File: src/rtl/gcd_regfile.sv
// Register bank for the GCD FSMD datapath. It performs one load, subtract, swap or clear per
// falling clock edge and provides registered compare and borrow flags for the controller.
module gcd_regfile #(
  parameter int WIDTH = 4,
  parameter int DEPTH = 4,
  parameter int AW    = $clog2(DEPTH)
) (
  input  logic             CLK,
  input  logic             RESET,
  input  logic [1:0]       OP,
  input  logic             CLR,
  input  logic [AW-1:0]    WADDR,
  input  logic [WIDTH-1:0] WDATA,
  input  logic [AW-1:0]    RADDR_A,
  input  logic [AW-1:0]    RADDR_B,
  output logic [WIDTH-1:0] RDATA_A,
  output logic [WIDTH-1:0] RDATA_B,
  output logic [DEPTH-1:0] VALID,
  output logic             A_EQ_B,
  output logic             A_LT_B,
  output logic             BORROW,
  output logic [15:0]      OP_CNT
);

  localparam logic [1:0]  OP_HOLD = 2'b00;
  localparam logic [1:0]  OP_LOAD = 2'b01;
  localparam logic [1:0]  OP_SUB  = 2'b10;
  localparam logic [1:0]  OP_SWAP = 2'b11;
  localparam logic [15:0] CNT_MAX = 16'hFFFF;

  logic [DEPTH-1:0][WIDTH-1:0] mem;
  logic [WIDTH-1:0]            diff;
  logic                        counts;

  assign RDATA_A = mem[RADDR_A];
  assign RDATA_B = mem[RADDR_B];
  assign diff    = RDATA_A - RDATA_B;
  assign counts  = CLR || (OP != OP_HOLD);

  // Operands come from the pre-edge array, so WADDR may alias either read address.
  always_ff @(negedge CLK) begin
    if (RESET) begin
      mem    <= '0;
      VALID  <= '0;
      A_EQ_B <= 1'b1;
      A_LT_B <= 1'b0;
      BORROW <= 1'b0;
      OP_CNT <= '0;
    end else begin
      A_EQ_B <= (RDATA_A == RDATA_B);
      A_LT_B <= (RDATA_A <  RDATA_B);
      if (counts && OP_CNT != CNT_MAX) OP_CNT <= OP_CNT + 16'd1;
      if (CLR) begin
        mem[WADDR]   <= '0;
        VALID[WADDR] <= 1'b0;
      end else begin
        case (OP)
          OP_LOAD: begin
            mem[WADDR]   <= WDATA;
            VALID[WADDR] <= 1'b1;
          end
          OP_SUB: begin
            mem[WADDR]   <= diff;
            VALID[WADDR] <= 1'b1;
            BORROW       <= (RDATA_A < RDATA_B);
          end
          OP_SWAP: begin
            mem[RADDR_A]   <= mem[RADDR_B];
            mem[RADDR_B]   <= mem[RADDR_A];
            VALID[RADDR_A] <= VALID[RADDR_B];
            VALID[RADDR_B] <= VALID[RADDR_A];
          end
          default: ;
        endcase
      end
    end
  end

endmodule
File: config.mk
export PLATFORM = sky130hd
export DESIGN_NAME = gcd_regfile
export DESIGN_NICKNAME = d
export VERILOG_FILES = /design/src/rtl/gcd_regfile.sv
export SDC_FILE = /design/constraint.sdc
export NUM_CORES = 1
export LEC_CHECK = 0
export CAP_MARGIN = 30
export CORE_UTILIZATION = 55
export DETAILED_ROUTE_END_ITERATION = 16
export PLACE_DENSITY_LB_ADDON = 0.05
export SLEW_MARGIN = 20
export SYNTH_ARGS = -nofsm -noshare
export SYNTH_HDL_FRONTEND = slang
export SYNTH_SLANG_ARGS = --single-unit
File: constraint.sdc
create_clock -name CLK -period 3.5 [get_ports CLK]
set_clock_uncertainty 0.05 [all_clocks]
set_input_delay 0.525 -clock CLK [delete_from_list [all_inputs] [get_ports CLK]]
set_output_delay 0.525 -clock CLK [all_outputs]
set_load 0.01 [all_outputs]
==> key figures, run 1 <==
Yosys
  • Synth Net Count: 469
  • EDFF count, synth: 0
  • Leading area contributor after synthesis: dfxtp_1
  • Mapped Cells: 445
  • FF+latch count, synth: 39
  • Netlist cell types: 73
  • Warnings from Yosys: 0
  • Mapped cell area: 0.00341 mm^2
  • Synth top area cells: dfxtp_1 (23%), nor2_1 (5.2%), nand2_1 (5.1%)
  • FFs w/ async S/R, synth: 0%
  • Syn Area/Cell: 7.66 um^2
  • Yosys top cell area share: 22.9%
  • Post-synthesis sequential area ratio: 22.9%
  • Ys flop type: dfxtp_1

GRT
  • Total GRT Usage: 82.1%
  • Vias in the first global route: 6680
  • First-pass GRT wire length: 39400 um
  • Largest net degree at the start of global routing: 21
  • Total global routing overflow: 129

Clock tree
  • Total CTS buffers: 5
  • Root Driver: clkbuf_8
  • Clk buf depth: 2
  • Htree depth: 2
  • Clk sinks: 39

Floorplan
  • I/O pin cnt: 46
  • Die X: 80.7 um
  • Std-Cell Rows: 28
  • Die height: 80.7 um
  • Initial Util: 57.2%

Placement
  • IO Port Bufs: 45
  • Hpwl dp: 10900 um
  • Gpl congestion: 1.03
  • Cell total after placement: 672

Status
  • Status: stopped before the end
  • Error: [ERROR GRT-0116] Global routing finished with congestion. Check the congestion regions in the DRC Viewer.
  • Last stage: global routing (5_1_grt)
-- repair_timing --
item / CTS
endpoints found under the hold margin: 0
pin swaps: 29
endpoints found under the setup margin: 69
hold buffers: 0
gates resized for setup: 168
gates cloned: 1
setup buffers: 30
-- cell usage after synthesis (8+ instances only) --
master	n
a221oi_1	8
a21oi_1	30
clkbuf_1	9
o21ai_0	26
o211ai_1	8
xor2_1	8
xnor2_1	8
ha_1	8
nand2_1	46
mux2i_1	10
nand2b_1	8
nor2_1	47
inv_1	13
nor2b_1	11
nand3_1	15
a31oi_1	10
dfxtp_1	39
buf_2	14
-- stage by stage --
stage | setup WS [ps] | hold slack, ps | setup TNS [ps] | cell area [um^2] | util, %
after detailed placement | -1450 | 504 | -36760 | 5030 | 84.5
after floorplan | -773 | 417 | -10080 | 3630 | -
after global placement | -1410 | 457 | -34380 | 5030 | 84.5
after CTS | -668 | 517 | -11140 | 5800 | 97.4
-- metal layers --
layer / global-route usage (%) / overflow
met5: 10.8 / 0
met2: 102 / 65
met3: 59.0 / 1
met4: 100 / 59
met1: 78.9 / 4
-- cells by family after synthesis --
kind of cell,after synthesis,share of synthesized area [%]
AND/OR/NAND/NOR,171,25.3
AO/OA/AOI/OAI,148,30.6
buffers and inverters,43,6.02
flip-flops,39,22.9
multiplexers,19,7.56
XOR/XNOR,16,4.11
adder cells (fa/ha/maj),9,3.52
==> run 2: changes to the inputs <==
--- a/config.mk
+++ b/config.mk
@@ -6,9 +6,9 @@
 export NUM_CORES = 1
 export LEC_CHECK = 0
 export CAP_MARGIN = 30
-export CORE_UTILIZATION = 55
+export CORE_UTILIZATION = 40
 export DETAILED_ROUTE_END_ITERATION = 16
-export PLACE_DENSITY_LB_ADDON = 0.05
+export PLACE_DENSITY_LB_ADDON = 0.15
 export SLEW_MARGIN = 20
 export SYNTH_ARGS = -nofsm -noshare
 export SYNTH_HDL_FRONTEND = slang
==> run 2 against run 1 <==
- the flow now finishes, with violations (setup timing)
- synthesized cell count did not move
- synthesized area is the same
==> key figures, run 2 <==
Setup path
  • CP Capture Type: register
  • Reg2reg start: mem[4]$_SDFFE_NP0P_
  • Reg2reg end: mem[2]$_SDFFE_NP0P_
  • Crit path launch type: input pin
  • CP Cell Sequence: buf_8 > mux4_2 > inv_2 > ha_4 > inv_2 > fa_2 > xor2_2 > a21boi_2 > o21ai_1 > a32oi_1 > nand2_1
  • CP required: 1940 ps
  • CP top delay family: multiplexers
  • Worst path depth: 11
  • Worst setup path class: in -> reg
  • Reg2Reg Setup Slack: 1070 ps
  • Worst EP arrival: 2550 ps
  • Worst path slowest cell: mux4_2
  • Buffers & Inverters on Critical Path: 3
  • Most used cell, CP: inv_2
  • Worst path max stage delay: 530 ps
  • Critical Path Fanout Max: 3
  • Register-to-Register Path Depth: 10

Status
  • Failing checks: setup timing
  • Status: finished, violations left

Yosys
  • Largest family of logic cells by synthesized area: compound AO/OA/AOI/OAI gates
  • Yosys top cell area share: 22.9%
  • Mapped cell area: 0.00341 mm^2
  • Ys flop type: dfxtp_1
  • Netlist cell types: 73
  • Synth top cells by count: nor2_1 (47), nand2_1 (46), dfxtp_1 (39)
  • Mapped Cells: 445
  • FF+latch count, synth: 39
  • Warnings from Yosys: 0
  • Synth Net Count: 469
  • XOR/XNOR Fraction of Synth Area: 4.11%
  • Post-synthesis mux area share: 7.56%
  • Synth top area cells: dfxtp_1 (23%), nor2_1 (5.2%), nand2_1 (5.1%)
  • Compound-Gate Fraction of Synth Area: 30.6%
  • Synth Area in Simple Gates: 25.3%
  • Count leader, synth: nor2_1
  • FFs w/ async S/R, synth: 0%
  • Syn Area/Cell: 7.66 um^2
  • Leading area contributor after synthesis: dfxtp_1
  • EDFF count, synth: 0
  • Post-synthesis sequential area ratio: 22.9%
  • Adder-Cell Fraction of Synth Area: 3.52%

STA
  • Final hold vios: 0
  • RSZ-0062 raised after global routing: true
  • Slew HR: 67.6%
  • Setup TNS: -10750 ps
  • Tightest Pin Transition: 486 ps
  • Min Hold Slack: 446 ps
  • Final Setup Violations: 28
  • Final Max Slew Viols: 0
  • Setup WS post-layout: -603 ps

Drt
  • Mean routed wirelength per cell: 19.0 um
  • Number of remaining DRC errors: 0
  • Antenna violation net count after detailed routing: 0
  • First drt pass iteration count: 7
  • DR iter-0 viols: 529
  • Routed vias/inst: 5.93
  • Via count: 4736
  • Routed wire length: 15100 um

Clock tree
  • Hold_buf cts: 0
  • Worst-path clk slew: 50 ps
  • Clk buf depth: 2
  • Clk sinks: 39
  • Clk Latency, worst-skew pair: 380 ps
  • Root Driver: clkbuf_8
  • CTS tree: built
  • Htree depth: 2
  • Total CTS buffers: 5

Final layout
  • Final nets: 717
  • Layout cells sized above 1: 45.5%
  • Fillers: 598
  • Finished Cell Area: 0.00613 mm^2
  • # diodes: 0
  • Commonest non-fill, non-tap cell in the layout: buf_4
  • Most frequent cells in the layout: buf_4 (156), nor2_1 (43), inv_1 (42), nand2_1 (42), buf_6 (31)
  • Area growth syn-to-layout: 79.9%
  • Biggest regs: OP_CNT: 16 flops, mem: 16 flops, VALID: 4 flops

Placement
  • Placed inst area: 0.00515 mm^2
  • IO Port Bufs: 45
  • Gpl congestion: 0.981
  • Hpwl dp: 10600 um

Floorplan
  • Die X: 94.3 um
  • I/O pin cnt: 46
  • Initial Util: 41.5%
  • Core area: 0.00822 mm^2
  • Die height: 94.3 um
  • Die ar.: 0.00890 mm^2
  • Std-Cell Rows: 33

GRT
  • First-pass GRT wire length: 22800 um
  • Vias in the first global route: 4453
  • Largest net degree at the start of global routing: 27
  • Initial antenna violation count: 0
  • Total GRT Usage: 33.7%
  • Total global routing overflow: 0

Run
  • Maxcap violations: 0

Power
  • P_int: 0.984 mW
  • P_sw: 0.628 mW
  • Leak: 2.77 nW
  • Logic pwr share: 39.2%
  • Clk network pwr share: 31.1%
  • Pwr Density: 263 mW/mm^2
  • Switching Share: 38.9%
  • Sequential share of power: 29.7%
  • VDD IR-drop max: 0.203 mV

Min path
  • WHS Endpoint: VALID[0]$_SDFFE_NP0P_
  • Hold Crit Start: VALID[0]$_SDFFE_NP0P_
  • Hold Crit Class: reg -> reg
  • Hold path cells: 2
## run 2: routing by layer
metal  routed length (um)  vias up  track usage [%]
li1                     -     2162                -
met1                 6140     2233             44.0
met2                 6650      262             51.5
met3                 1590       79             9.22
met4                  766        0             14.9
met5                    0        -                0
## run 2: worst max-delay path by stage
stage               slack [ps]                    to  startpoint
floorplan                 -770  mem[14]$_SDFFE_NP0P_  RADDR_A[1]
global placement         -1330  mem[14]$_SDFFE_NP0P_  RADDR_A[1]
detailed placement       -1400  mem[14]$_SDFFE_NP0P_  RADDR_A[1]
CTS                       -590  mem[14]$_SDFFE_NP0P_  RADDR_A[1]
global route              -640   mem[6]$_SDFFE_NP0P_  RADDR_A[1]
finish                    -600   mem[2]$_SDFFE_NP0P_  RADDR_A[1]
## run 2: power groups by stage
stage | Combinational (mW) | Sequential (mW) | Clock, mW
floorplan | 0.244 | 0.494 | 0.0697
finish | 0.632 | 0.478 | 0.501
detailed placement | 0.501 | 0.487 | 0.0697
CTS | 0.554 | 0.479 | 0.518
global route | 0.666 | 0.479 | 0.565
global placement | 0.498 | 0.487 | 0.0697
## run 2: per-stage QoR
stage               cells  setup WS [ps]  util (%)  power (mW)
finish                799           -603      74.6        1.61
global route          799           -644      74.6        1.71
CTS                   781           -595      70.5        1.55
detailed placement    715          -1400      62.7        1.06
global placement      715          -1330      62.7        1.05
floorplan             445           -773         -       0.808
## run 2: final cells by class
type,instances,area (um^2),share of cell area (%)
multi-input combinational,363,2890,47.2
timing repair buffer,232,2020,32.9
sequential,39,811,13.2
clock inverter,42,163,2.65
tap,105,131,2.14
clock buffer,5,68.8,1.12
inverter,13,51.3,0.836
## run 2: worst register-to-register path: cells and delay by family (launching register included)
family	cells	cell delay (ps)
XOR/XNOR	1	170
buffers and inverters	2	140
AND/OR/NAND/NOR	1	100
adder cells (fa/ha/maj)	2	500
flip-flops	1	340
AO/OA/AOI/OAI	3	500
multiplexers	1	510
## run 2: cell families after synthesis
group                      Yosys count
AOI/OAI and AO/OA                  148
buffers and inverters               43
and+or+nand+nor                    171
muxes                               19
xor gates and xnor gates            16
DFF                                 39
adders and majority gates            9
## run 2: what timing repair did
action / in CTS / in global routing
endpoints found under the setup margin: 68 / 36
setup buffers: 20 / 22
resized for setup: 164 / 45
pin swaps: 36 / 28
cloned: 1 / 1
Power figures use the tool's default switching activity.
